$ cat config.mk
export PLATFORM = sky130hd
export DESIGN_NAME = interrupt_sequencer
export DESIGN_NICKNAME = d
export VERILOG_FILES = /design/src/rtl/interrupt_sequencer.sv
export SDC_FILE = /design/constraint.sdc
export NUM_CORES = 1
export LEC_CHECK = 0
export ABC_AREA = 0
export ABC_CLOCK_PERIOD_IN_PS = 2700
export CORE_UTILIZATION = 34
export DETAILED_ROUTE_END_ITERATION = 12
export GPL_TIMING_DRIVEN = 0
export HOLD_SLACK_MARGIN = 0.08
export PLACE_DENSITY_LB_ADDON = 0.25
export REMOVE_ABC_BUFFERS = 1
export SKIP_CTS_REPAIR_TIMING = 1
export SYNTH_ARGS = -nofsm -noshare
export SYNTH_HDL_FRONTEND = slang
export SYNTH_SLANG_ARGS = --single-unit
$ cat constraint.sdc
create_clock -name clk -period 2.7 [get_ports clk]
set_clock_uncertainty 0.2 [all_clocks]
set_input_delay 0.405 -clock clk [delete_from_list [all_inputs] [get_ports clk]]
set_output_delay 0.405 -clock clk [all_outputs]
set_load 0.1 [all_outputs]
$ cat src/rtl/interrupt_sequencer.sv
// interrupt_sequencer: reset / NMI / IRQ / BRK entry sequencer for the 6502 core.
// Pushes PCH, PCL and PSR through the memory port, fetches the 16-bit vector
// and loads it into PC through the intr_* register-file strobes, holding the
// core stalled via intr_busy while a sequence runs.
// Build option: INTR_NMI_HIJACK_EN -- a pending NMI seen when a BRK/IRQ
// sequence enters VEC_LO redirects that sequence to the NMI vector.
module interrupt_sequencer (
  input  logic        clk,
  input  logic        rst_x,
  input  logic        nmi,
  input  logic        irq,
  input  logic        exec_brk,
  input  logic        exec_boundary,
  input  logic [15:0] rf_pc,
  input  logic [7:0]  rf_psr,
  input  logic [7:0]  rf_s,
  output logic        mem_req,
  output logic        mem_we,
  output logic [15:0] mem_addr,
  output logic [7:0]  mem_wdata,
  input  logic [7:0]  mem_rdata,
  input  logic        mem_ack,
  output logic [7:0]  intr_data,
  output logic        intr_set_pcl,
  output logic        intr_set_pch,
  output logic        intr_set_i,
  output logic        intr_set_b,
  output logic        intr_pushed,
  output logic        intr_busy
);

  typedef enum logic [2:0] {
    ST_IDLE,
    ST_PUSH_PCH,
    ST_PUSH_PCL,
    ST_PUSH_PSR,
    ST_VEC_LO,
    ST_VEC_HI
  } state_t;

  typedef enum logic [1:0] {
    SRC_RST,
    SRC_NMI,
    SRC_IRQ,
    SRC_BRK
  } src_t;

  localparam logic [15:0] VEC_NMI = 16'hFFFA;
  localparam logic [15:0] VEC_RST = 16'hFFFC;
  localparam logic [15:0] VEC_IRQ = 16'hFFFE;

  state_t      state_reg, state_next;
  src_t        src_reg, src_next;
  logic [15:0] vec_reg, vec_next;
  logic        rst_pend_reg, rst_pend_next;
  logic        nmi_pend_reg, nmi_pend_next;
  logic        set_b_reg, set_b_next;
  logic        nmi_prev_reg;
  logic        nmi_rise;
  logic        is_brk;
  logic [7:0]  psr_push;

  assign nmi_rise = nmi & ~nmi_prev_reg;
  assign is_brk   = (src_reg == SRC_BRK);

  // Pushed status byte: bit 5 always reads as 1, bit 4 (B) marks a BRK entry.
  genvar gi;
  generate
    for (gi = 0; gi < 8; gi++) begin : g_psr_push
      if (gi == 5) begin : g_one
        assign psr_push[gi] = 1'b1;
      end else if (gi == 4) begin : g_brk
        assign psr_push[gi] = rf_psr[gi] | is_brk;
      end else begin : g_pass
        assign psr_push[gi] = rf_psr[gi];
      end
    end
  endgenerate

  // NMI input sampler for edge detection; tracks the pin even during reset so
  // a level held across reset release is not mistaken for a new edge.
  always_ff @(posedge clk) begin
    nmi_prev_reg <= nmi;
  end

  // Sequencer state; reset parks in IDLE with a reset fetch pending.
  always_ff @(posedge clk) begin
    if (rst_x) begin
      state_reg    <= ST_IDLE;
      src_reg      <= SRC_RST;
      vec_reg      <= VEC_RST;
      rst_pend_reg <= 1'b1;
      nmi_pend_reg <= 1'b0;
      set_b_reg    <= 1'b0;
    end else begin
      state_reg    <= state_next;
      src_reg      <= src_next;
      vec_reg      <= vec_next;
      rst_pend_reg <= rst_pend_next;
      nmi_pend_reg <= nmi_pend_next;
      set_b_reg    <= set_b_next;
    end
  end

  // Next-state, memory request and register-file strobe generation.
  always_comb begin
    state_next    = state_reg;
    src_next      = src_reg;
    vec_next      = vec_reg;
    rst_pend_next = rst_pend_reg;
    nmi_pend_next = nmi_pend_reg;
    set_b_next    = 1'b0;
    mem_req       = 1'b0;
    mem_we        = 1'b0;
    mem_addr      = 16'h0000;
    mem_wdata     = 8'h00;
    intr_data     = 8'h00;
    intr_set_pcl  = 1'b0;
    intr_set_pch  = 1'b0;
    intr_set_i    = 1'b0;
    intr_pushed   = 1'b0;

    case (state_reg)
      ST_IDLE: begin
        if (rst_pend_reg) begin
          // Reset entry skips the pushes; S is left alone.
          rst_pend_next = 1'b0;
          src_next      = SRC_RST;
          vec_next      = VEC_RST;
          state_next    = ST_VEC_LO;
        end else if (exec_boundary) begin
          if (exec_brk) begin
            src_next   = SRC_BRK;
            vec_next   = VEC_IRQ;
            set_b_next = 1'b1;
            state_next = ST_PUSH_PCH;
          end else if (nmi_pend_reg) begin
            src_next   = SRC_NMI;
            vec_next   = VEC_NMI;
            state_next = ST_PUSH_PCH;
          end else if (irq && !rf_psr[2]) begin
            src_next   = SRC_IRQ;
            vec_next   = VEC_IRQ;
            state_next = ST_PUSH_PCH;
          end
        end
      end

      ST_PUSH_PCH: begin
        mem_req   = 1'b1;
        mem_we    = 1'b1;
        mem_addr  = {8'h01, rf_s};
        mem_wdata = rf_pc[15:8];
        if (mem_ack) begin
          intr_pushed = 1'b1;
          state_next  = ST_PUSH_PCL;
        end
      end

      ST_PUSH_PCL: begin
        mem_req   = 1'b1;
        mem_we    = 1'b1;
        mem_addr  = {8'h01, rf_s};
        mem_wdata = rf_pc[7:0];
        if (mem_ack) begin
          intr_pushed = 1'b1;
          state_next  = ST_PUSH_PSR;
        end
      end

      ST_PUSH_PSR: begin
        mem_req   = 1'b1;
        mem_we    = 1'b1;
        mem_addr  = {8'h01, rf_s};
        mem_wdata = psr_push;
        if (mem_ack) begin
          intr_pushed = 1'b1;
          state_next  = ST_VEC_LO;
`ifdef INTR_NMI_HIJACK_EN
          // A pending NMI steals the vector; the already-pushed B bit stays.
          if (nmi_pend_reg) begin
            vec_next = VEC_NMI;
          end
`else
          vec_next = vec_reg;
`endif
        end
      end

      ST_VEC_LO: begin
        mem_req  = 1'b1;
        mem_addr = vec_reg;
        if (mem_ack) begin
          intr_data    = mem_rdata;
          intr_set_pcl = 1'b1;
          if (vec_reg == VEC_NMI) begin
            nmi_pend_next = 1'b0;
          end
          state_next = ST_VEC_HI;
        end
      end

      ST_VEC_HI: begin
        mem_req  = 1'b1;
        mem_addr = vec_reg | 16'h0001;
        if (mem_ack) begin
          intr_data    = mem_rdata;
          intr_set_pch = 1'b1;
          intr_set_i   = 1'b1;
          state_next   = ST_IDLE;
        end
      end

      default: begin
        state_next = ST_IDLE;
      end
    endcase

    // A fresh edge wins over a same-cycle clear so it is never lost.
    if (nmi_rise) begin
      nmi_pend_next = 1'b1;
    end
  end

  assign intr_set_b = set_b_reg;
  assign intr_busy  = (state_reg != ST_IDLE) | rst_pend_reg;

endmodule

After elaboration in Yosys (flattened, before gate mapping)
Index checks and enable logic that the tools add are counted.
W data, S select, Z words.
{"block": "word_totals", "word_cells": 79, "reg_bits": 25}
{"block": "classes", "n_reduce_logical": 16, "n_eq_ne": 14, "bitwise_logic": 6, "n_mux": 36}
{"op": "$mux W16", "count": 5}
{"op": "$pmux W16 S3", "count": 1}
{"op": "$mux W3", "count": 10}
{"op": "$pmux W8 S3", "count": 1}
{"op": "$pmux W3 S6", "count": 1}
{"op": "$eq A16 B16 Y1 const B", "count": 1}
{"op": "$mux W8", "count": 2}
{"op": "$mux W1", "count": 11}
{"op": "$mux W2", "count": 5}
{"op": "$ne A2 B2 Y1 const B", "count": 5}
{"op": "$reduce_bool A2 Y1", "count": 4}
{"op": "$reduce_and A7 Y1", "count": 1}
{"op": "$eq A3 B2 Y1 const B", "count": 2}
{"op": "$eq A3 B3 Y1 const B", "count": 2}
{"op": "$reduce_and A3 Y1", "count": 2}
{"op": "$ne A5 B5 Y1 const B", "count": 1}
{"op": "$reduce_or A5 Y1", "count": 1}
{"op": "$reduce_bool A4 Y1", "count": 1}
{"op": "$reduce_or A4 Y1", "count": 1}
{"op": "$eq A3 B1 Y1 const B", "count": 1}
{"op": "$logic_not A3 Y1", "count": 1}
{"op": "$ne A3 B3 Y1 const B", "count": 1}
{"op": "$not A1 Y1", "count": 3}
{"op": "$reduce_bool A3 Y1", "count": 1}
{"op": "7 further kinds", "count": 8}

Longest topological paths before layout
{"block": "depth", "ltp_word": 8, "mapped_depth": 6, "depth_no_buf": 4}

Worst setup path after synthesis
No wires, ideal clock.
{"block": "synth_timing", "path_type": "flip-flop to output port", "start": "reg state_reg[1]", "end": "out intr_set_pch", "arrival_ns": 3.362, "path_stages_with_launch": 5, "path_slack_ns": -1.267, "required_ns": 2.095, "cell_sequence": "dfxtp_1 > clkbuf_8 > clkbuf_1 > nor3_1 > buf_4"}
{"block": "synth_between", "elab_chain_len": 2}
{"element": "start, declared", "line_no": "52", "source": "state_t state_reg, state_next;"}
{"element": "start signal, assigned", "line_no": "96", "source": "state_reg <= state_next;"}
{"element": "$eq A3 B3 Y1"}
{"element": "$mux W1"}
{"element": "end, declared", "line_no": "25", "source": "output logic intr_set_pch,"}
Every way passes these cells.

Worst setup path in the final report
{"block": "layout_timing", "start": "reg state_reg[0]", "end": "out mem_wdata[4]"}
{"block": "layout_between", "elab_chain_len": 2, "elab_cells_between_ends": 4, "classes_between": "eq/ne (3); mux (1)"}
{"element": "$eq A3 B2 Y1 / $eq A3 B1 Y1 (equally long branches)", "line_no": "123", "source": "case (state_reg)"}
{"element": "$pmux W8 S3 *", "line_no": "123"}
{"element": "end, declared", "line_no": "20", "source": "output logic [7:0] mem_wdata,"}
Every way passes the cells marked *; elsewhere a longest branch is shown, timed or not.

==> results.txt <==
Status = finished clean
Remaining DRCs = 0
Req. time, crit path = 2.10 ns
Seq cells post-synth = 11
Core box area = 2758 sq um
CTS Root Cell = clkbuf_4
Largest register FFs = 3
Fin. Hold Viols = 0
Fin nets = 248
DR vias = 1189
Multi-input logic area = 625.6 sq um
Worst Path Max Fanout = 20
Number of global-route vias before repair = 1133
Ys flop type = dfxtp_1
Placed Area = 1734 sq um
Hold Path Class = flip-flop to flip-flop
Port Buffer Count = 85
Worst setup SP type = flip-flop
Synth Cell Area = 985.9 sq um
Antenna violations before repair = 0
Ant diodes = 0
Fin area = 1610 sq um
Slew margin rel. = 34.64%
Chip width = 55.85 um
GRT overflow = 0
Worst-path clk slew = 0.07 ns
Max stage delay on crit path = 0.55 ns
Post-synth cell types = 34
Boundary Pins = 87
Largest net degree at the start of global routing = 25
Die Ht = 55.85 um
Fillers = 283
CTS H-tree lvls = 1
Number of synthesized flops with an enable pin = 0
Register area = 226.5 sq um
Starting Density = 35.75%
Global-route wire length before repair = 4.747 mm
CTS buffer count = 3
Max-cap viol count = 0
Period utilization = 96.01%
Fmax = 385.8 MHz
GR Util All Layers = 18.74%
CTS tree = done
Clock sinks = 11
Final setup violation count = 0
Slew Limit Fails = 0
Iteration-0 DRC Markers = 35
Die Area = 3119 sq um
Layout cell share with drive strength beyond 1 = 29.00%
Tmin final = 2.592 ns
Slowest-stage cell, CP = dfxtp_2
DR pass1 iterations = 4
Skew-Pair Late Insertion Delay = 0.27 ns
RSZ-0062 raised after global routing = yes
Sequential-to-total area share from yosys stat = 22.34%
Drt wl/cell = 13.07 um
Synth warn = 0
Setup slack, reg-to-reg = 0.74 ns
Post-Syn Instances = 128
Asr flop ratio synth = 0%
Worst Setup End Kind = output pin
Syn Area/Cell = 7.703 sq um
Layout area overhead = 63.32%
Final WL = 3.019 mm
Worst-path cell chain = nor2b_1 -> a22oi_1 -> nor2_1 -> clkbuf_2
Dpl hpwl = 2.259 mm
Bufs on Longest Clock Path = 2
Worst-margin pin slew = 0.9788 ns
Most frequent cells in the layout = clkdlybuf4s50_1, buf_2, clkbuf_2, nor2_1
Type of the worst setup path = flip-flop to output pin
WP data arrival = 1.99 ns
# rows = 19
Remaining antenna violation count after routing = 0
GP Congestion = 0.6857
Commonest non-fill, non-tap cell in the layout = clkdlybuf4s50_1
Vias per inst = 5.147
cells by family after synthesis:
family / synth area share [%]
AO/OA/AOI/OAI: 23.60
buffers and inverters: 15.86
flip-flops: 22.33
multiplexers: 8.883
AND/OR/NAND/NOR: 29.32
critical path, delay by kind of cell (launching register included):
family | cells | cell delay [ns]
compound gates | 1 | 0.16
buf+inv | 1 | 0.46
flops | 1 | 0.55
simple gates | 2 | 0.54
cell type report:
type,instances,area share [%]
repair buffers,85,42.11
flip-flops and latches,11,14.06
clock buffers,4,1.632
multi-input cells,96,38.85
well taps,31,2.409
inverters,4,0.9324
routing by layer:
layer / up-vias / share of wire [%] / wire length (um) / GRT usage, %
met5: - / 0 / 0 / 0
met4: 0 / 0.63 / 19 / 8.014
met3: 2 / 10 / 315 / 4.651
met2: 74 / 47 / 1411 / 34.60
met1: 518 / 42 / 1272 / 20.14
li1: 595 / - / - / -
cells in the mapped netlist (2+ instances only):
cell,count,area (sq um)
nor2_1,17,63.81
dfxtp_1,11,220.2
and3_1,8,50.05
a21oi_1,7,35.03
a22oi_1,7,52.55
buf_4,7,52.55
o21ai_0,7,35.03
a21o_1,6,45.04
clkbuf_1,6,22.52
mux2_2,6,67.56
clkbuf_8,4,55.05
inv_1,4,15.01
nand2b_1,4,25.02
nand2_1,3,11.26
nor3b_1,3,22.52
or2_2,3,18.77
a211oi_1,2,15.01
a22o_1,2,17.52
and2_1,2,12.51
and2b_2,2,17.52
mux2i_1,2,20.02
nor2b_1,2,12.51
nor3_1,2,10.01
final timing paths:
check,startpoint,end,cells past startpoint
setup / recovery,state_reg[0],mem_wdata[4],4
hold / removal,src_reg[0],src_reg[0],2
setup reg to reg,state_reg[1],state_reg[0],4
hold reg to reg,src_reg[0],src_reg[0],2
stage by stage:
stage                     worst slack, ns  std cells  utilization [%]  hold WS (ns)  setup TNS, ns
after floorplan                    -9.177        110                -        0.2327        -215.35
after global placement             -1.094        226            62.89        0.2574         -31.34
after detailed placement           -1.222        226            62.89        0.2640         -34.85
after CTS                          -1.530        230            63.84        0.2751         -45.85
after global routing             -0.01900        231            58.39        0.3032        -0.1040
final                              0.1078        231            58.39        0.2744              0
Power is left out: the tool's default activity adds up to more than one toggle a clock period on the data nets, which glitch-free logic cannot reach.
